--- src/rtl/uart_pkg.sv ---
// Shared types and widths for the UART receive path.
// A FIFO entry is one received byte plus its framing-error tag.
package uart_pkg;
  localparam int UART_DATA_W = 8;
  localparam int ERRCNT_W    = 8;

  typedef struct packed {
    logic                   err;
    logic [UART_DATA_W-1:0] data;
  } rx_entry_t;
endpackage

--- src/rtl/sync_fifo.sv ---
// Generic single-clock show-ahead FIFO with occupancy count.
// A push into a full FIFO is accepted only when a pop happens in the same cycle.
module sync_fifo #(
  parameter int WIDTH  = 9,
  parameter int DEPTH  = 16,
  parameter int ADDR_W = $clog2(DEPTH)
) (
  input  logic              clk,
  input  logic              reset,
  input  logic              push,
  input  logic              pop,
  input  logic [WIDTH-1:0]  wdata,
  output logic [WIDTH-1:0]  rdata,
  output logic [ADDR_W:0]   count,
  output logic              full,
  output logic              empty
);
  logic [WIDTH-1:0]  mem [DEPTH];
  logic [ADDR_W-1:0] wr_ptr;
  logic [ADDR_W-1:0] rd_ptr;
  logic              do_push;
  logic              do_pop;

  assign empty   = (count == '0);
  assign full    = (count == (ADDR_W+1)'(DEPTH));
  assign do_pop  = pop & ~empty;
  assign do_push = push & (~full | do_pop);
  assign rdata   = mem[rd_ptr];

  // Pointers wrap modulo DEPTH; count disambiguates full from empty.
  always_ff @(posedge clk or posedge reset) begin
    if (reset) begin
      wr_ptr <= '0;
      rd_ptr <= '0;
      count  <= '0;
    end else begin
      if (do_push) wr_ptr <= wr_ptr + 1'b1;
      if (do_pop)  rd_ptr <= rd_ptr + 1'b1;
      case ({do_push, do_pop})
        2'b10:   count <= count + 1'b1;
        2'b01:   count <= count - 1'b1;
        default: count <= count;
      endcase
    end
  end

  always_ff @(posedge clk) begin
    if (do_push) mem[wr_ptr] <= wdata;
  end
endmodule

--- src/rtl/uart_rx_fifo.sv ---
// Receive buffer behind the Uart8 receiver: edge-captures frames into a FIFO,
// tracks dropped frames (sticky overflow) and counts framing errors.
module uart_rx_fifo
  import uart_pkg::*;
#(
  parameter int DEPTH  = 16,
  parameter int ADDR_W = $clog2(DEPTH)
) (
  input  logic                   clk,
  input  logic                   reset,
  input  logic                   rxDone,
  input  logic                   rxErr,
  input  logic [UART_DATA_W-1:0] rxOut,
  output logic                   outValid,
  input  logic                   outReady,
  output logic [UART_DATA_W-1:0] outByte,
  output logic                   outErr,
  output logic [ADDR_W:0]        count,
  output logic                   full,
  output logic                   overflow,
  input  logic                   clearOverflow,
  output logic [ERRCNT_W-1:0]    errCount
);
  logic      rx_done_q;
  logic      rx_err_q;
  logic      done_edge;
  logic      err_edge;
  logic      push;
  logic      pop;
  logic      drop;
  logic      empty;
  rx_entry_t wr_entry;
  rx_entry_t rd_entry;

  assign done_edge = rxDone & ~rx_done_q;
  assign err_edge  = rxErr & ~rx_err_q;
  assign push      = done_edge | err_edge;
  assign pop       = outValid & outReady;
  assign drop      = push & full & ~pop;
  assign wr_entry  = '{err: err_edge, data: rxOut};

  // Edge registers reset high so a level held through reset is not a new frame.
  always_ff @(posedge clk or posedge reset) begin
    if (reset) begin
      rx_done_q <= 1'b1;
      rx_err_q  <= 1'b1;
    end else begin
      rx_done_q <= rxDone;
      rx_err_q  <= rxErr;
    end
  end

  sync_fifo #(
    .WIDTH  ($bits(rx_entry_t)),
    .DEPTH  (DEPTH),
    .ADDR_W (ADDR_W)
  ) u_fifo (
    .clk   (clk),
    .reset (reset),
    .push  (push),
    .pop   (pop),
    .wdata (wr_entry),
    .rdata (rd_entry),
    .count (count),
    .full  (full),
    .empty (empty)
  );

  assign outValid = ~empty;
  assign outByte  = outValid ? rd_entry.data : '0;
  assign outErr   = outValid & rd_entry.err;

  // A drop in the same cycle as clearOverflow keeps the flag set.
  always_ff @(posedge clk or posedge reset) begin
    if (reset) begin
      overflow <= 1'b0;
      errCount <= '0;
    end else begin
      if (drop)               overflow <= 1'b1;
      else if (clearOverflow) overflow <= 1'b0;
      if (err_edge && errCount != '1) errCount <= errCount + 1'b1;
    end
  end
endmodule

--- config.mk ---
export PLATFORM = sky130hd
export DESIGN_NAME = uart_rx_fifo
export DESIGN_NICKNAME = d
export VERILOG_FILES = /design/src/rtl/uart_pkg.sv /design/src/rtl/sync_fifo.sv /design/src/rtl/uart_rx_fifo.sv
export SDC_FILE = /design/constraint.sdc
export NUM_CORES = 1
export LEC_CHECK = 0
export ABC_CLOCK_PERIOD_IN_PS = 2800
export CORE_MARGIN = 3
export CORE_UTILIZATION = 40
export DETAILED_ROUTE_END_ITERATION = 12
export GPL_ROUTABILITY_DRIVEN = 1
export GPL_TIMING_DRIVEN = 0
export PLACE_DENSITY_LB_ADDON = 0.3
export SETUP_SLACK_MARGIN = 0.4
export SLEW_MARGIN = 25
export SYNTH_ARGS = -nofsm -noshare
export SYNTH_HDL_FRONTEND = slang
export SYNTH_SLANG_ARGS = --single-unit
--- constraint.sdc ---
create_clock -name clk -period 2.8 [get_ports clk]
set_input_delay 0.28 -clock clk [delete_from_list [all_inputs] [get_ports clk]]
set_output_delay 0.28 -clock clk [all_outputs]
set_load 0.005 [all_outputs]
==> impl_metrics.tcl <==
set metrics [dict create \
    outcome "finished, final reports clean" \
    drv_cap 0 \
    setup_tns_ps 0 \
    yosysTopAreaCell "edfxtp_1" \
    die_y_um 137 \
    yosysWarningCount 0 \
    grt_max_degree 25 \
    power.density_mw_per_mm2 1020 \
    yosysMostFrequentCell "edfxtp_1" \
    fill_cells 1333 \
    clock_latency_ps 430 \
    numCtsBuffers 17 \
    ys_ff_latch 168 \
    rows 47 \
    cp-start-kind "register" \
    cts_buffer_depth 2 \
    setup_viol 0 \
    wl_per_cell_um 20.6 \
    dpl.hpwl_mm 8.98 \
    cp_slowest_cell "dfrtp_1" \
    initial_core_util_pct 41.3 \
    critPathCaptureType "register" \
    h-tree-depth 4 \
    clkPwrFrac_pct 24.8 \
    drv_slew 0 \
    core_mm2 0.0167 \
    hold_viol_final 0 \
    min_path_type "primary input to async pin" \
    numPortBuffers 38 \
    stdcell_area_mm2 0.00873 \
    grt-ovfl-total 0 \
    ys_top_cells_by_area "edfxtp_1 63%, mux4_2 10%, dfrtp_1 8.0%, mux2i_1 2.5%, mux4_1 1.9%" \
    vias 3624 \
    ioPinCount 39 \
    drt_pass1_iterations 4 \
    power.leakage_nw 3.05 \
    cpPeakStageDelay_ps 390 \
    die_x_um 137 \
    swShare_pct 30.7 \
    clk_pin_slew_worst_paths_ps 60 \
    syn2layout_area_growth_pct 26.7 \
    ant_nets 0 \
    fmax_mhz 387 \
    critPathArrivalTime_ps 2900 \
    finalCritPeriodShare_pct 92.4 \
    grt_pass1_wl_mm 21.8 \
    register_area_mm2 0.00493 \
    cp.depth 16 \
    synth.net_count 385 \
    rsz0062_at_grt "true" \
    netSwitchingPower_mw 2.74 \
    path_delay_family "buffers and inverters" \
    diodes 0 \
    ctsRootBufferMaster "clkbuf_16" \
    maxSlewHeadroom_pct 39.1 \
    routabilityCongestion 0.772 \
    synth_edf_count 144 \
    cts_sinks 168 \
    via_per_inst 5.24 \
    grtUsageTotal_pct 16.1 \
    p_seq_share_pct 36.6 \
    route.detailed.drc 0 \
    synth.avg_cell_area_um2 19.0 \
    ys_top_cells_by_count "144 x edfxtp_1, 31 x mux4_2, 22 x dfrtp_1" \
    worstPathMaxFanout 4 \
    holdWs_ps 252 \
    drive_gt1_share_pct 38.2 \
    peakVddDrop_mv 0.551 \
    rrSetupSlack_ps 210 \
    syn-cell-area_mm2 0.00689 \
    synth_flop_cell "edfxtp_1" \
    synth_seq_area_share_pct 71.5 \
    crit_start "u_fifo.count[2]$_DFFE_PP0P_" \
    path_buf_inv 6 \
    design.die.area_mm2 0.0188 \
    yosys.area.top_type_share_pct 62.7 \
    drt_iter0_drc 267 \
    antenna_found_initial 0 \
    r2r_start "u_fifo.count[2]$_DFFE_PP0P_" \
    grt_pass1_vias 3822 \
    tightestPinTransition_ps 908 \
    p_int_mw 6.19 \
    final_nets 481 \
    wl_mm 14.2 \
    power_frac_comb_pct 38.6 \
    synth_cell_types 45 \
    hold_buffers 0 \
    cts_tree "built" \
    r2r_cells 16 \
    cp.required_ps 3110 \
    synthCells 362 \
    fin_crit_ps 2590 \
    ys_async_sr_fraction_pct 14.3 \
    finalClockSkew_ps 6.96 \
    timing.rr.end "u_fifo.count[2]$_DFFE_PP0P_" \
    worstPathCellList "buf_6 -> nor4_4 -> buf_4 -> nand2b_4 -> buf_6 -> nand2_4 -> inv_4 -> ha_4 -> buf_6 -> xor2_1 -> ha_2 -> buf_4 -> a21oi_2 -> xor2_1 -> nor2_1 -> xor2_1" \
    place_area_mm2 0.00762 \
    multi_input_area_mm2 0.00205 \
    critical_path_class "register to register" \
    crit_end "u_fifo.count[2]$_DFFE_PP0P_" \
]
==> layout make-up <==
type	instances	share of cell area, %
Timing Repair Buffer	76	7.86
Sequential cell	168	56.5
Multi-Input combinational cell	168	23.5
Tap cell	220	3.15
Clock buffer	17	4.87
Inverter	10	0.459
Clock inverter	15	1.56
Buffer	17	2.11
==> layout by cell type (no fill, tap or decap), types with 6 or more instances in the layout <==
| cell type | Yosys | routed |
|---|---|---|
| buf_12 | 1 | 6 |
| buf_2 | 7 | 12 |
| buf_4 | 2 | 29 |
| buf_6 | 4 | 12 |
| clkbuf_16 | 0 | 17 |
| clkdlybuf4s50_1 | 0 | 28 |
| clkinv_1 | 0 | 6 |
| dfrtp_1 | 22 | 19 |
| edfxtp_1 | 144 | 144 |
| ha_1 | 9 | 6 |
| inv_1 | 10 | 7 |
| mux2i_1 | 17 | 13 |
| mux4_2 | 31 | 34 |
| nand2_1 | 11 | 9 |
| nand3_1 | 6 | 6 |
| nor2_2 | 0 | 11 |
| o22ai_2 | 0 | 8 |
| xnor2_1 | 8 | 8 |
| xor2_1 | 11 | 11 |
==> worst register-to-register path, cell delays in order, from the launching register on <==
cell      delay [ps]
dfrtp_1          390
buf_6            130
nor4_4           250
buf_4            190
nand2b_4          50
buf_6            120
nand2_4           70
inv_4             40
ha_4             140
buf_6            110
xor2_1           150
ha_2             190
buf_4            140
a21oi_2          110
xor2_1           170
nor2_1            70
xor2_1           140
==> power groups by stage <==
| stage | Combinational (mW) | Sequential (mW) | Clock, mW |
|---|---|---|---|
| after floorplan | 1.76 | 3.26 | 0 |
| after global placement | 2.70 | 3.28 | 0 |
| after detailed placement | 2.79 | 3.30 | 0 |
| after CTS | 3.16 | 3.27 | 2.25 |
| after global routing | 3.69 | 3.31 | 2.36 |
| final | 3.45 | 3.27 | 2.21 |
==> sequential cells by signal (all words and copies together), names as in the netlist <==
name and cells:
errCount 8, overflow 1, u_fifo.wr_ptr 4, u_fifo.rd_ptr 4
rx_err_q 1, rx_done_q 1, u_fifo.count 5, u_fifo.mem 144
==> what timing repair did <==
action,4_1_cts,5_1_grt
pin swaps,13,10
setup buffers,20,13
endpoints found under the setup margin,40,80
gates resized for setup,67,38
gates cloned,2,0
==> worst min path at each step <==
stage                     slack [ps]                           to                     from
after global placement           490         overflow$_DFFE_PP0P_     overflow$_DFFE_PP0P_
after CTS                        270          rx_done_q$_DFF_PP1_                   rxDone
after floorplan                  280          rx_done_q$_DFF_PP1_                   rxDone
after global routing             280          rx_done_q$_DFF_PP1_                   rxDone
final                            250  u_fifo.count[2]$_DFFE_PP0P_                    reset
after detailed placement         490      errCount[7]$_DFFE_PP0P_  errCount[7]$_DFFE_PP0P_
==> logic make-up after synthesis <==
family	share of synthesized area, %
XOR/XNOR	2.41
buffers and inverters	2.38
flip-flops	71.5
multiplexers	15.0
AO/OA/AOI/OAI	2.47
AND/OR/NAND/NOR	4.61
adder cells (fa/ha/maj)	1.63
==> per-layer routing <==
metal  GRT usage [%]  routed length (µm)  up-vias
met5               0                   0        -
li1                -                   -     1634
met4            5.10                 226        0
met3            4.93                 765       22
met1            19.9                5780     1862
met2            27.3                7450      106
==> through the flow <==
stage | worst slack (ps) | power, mW | utilization (%) | instances
2_1_floorplan | 401 | 5.02 | - | 362
5_1_grt | 18.9 | 9.36 | 52.3 | 691
4_1_cts | 241 | 8.68 | 50.8 | 678
6_report | 213 | 8.93 | 52.3 | 691
3_3_place_gp | -558 | 5.99 | 45.3 | 620
3_5_place_dp | -123 | 6.09 | 45.6 | 624
No activity file was read; power rests on OpenSTA's default activity.
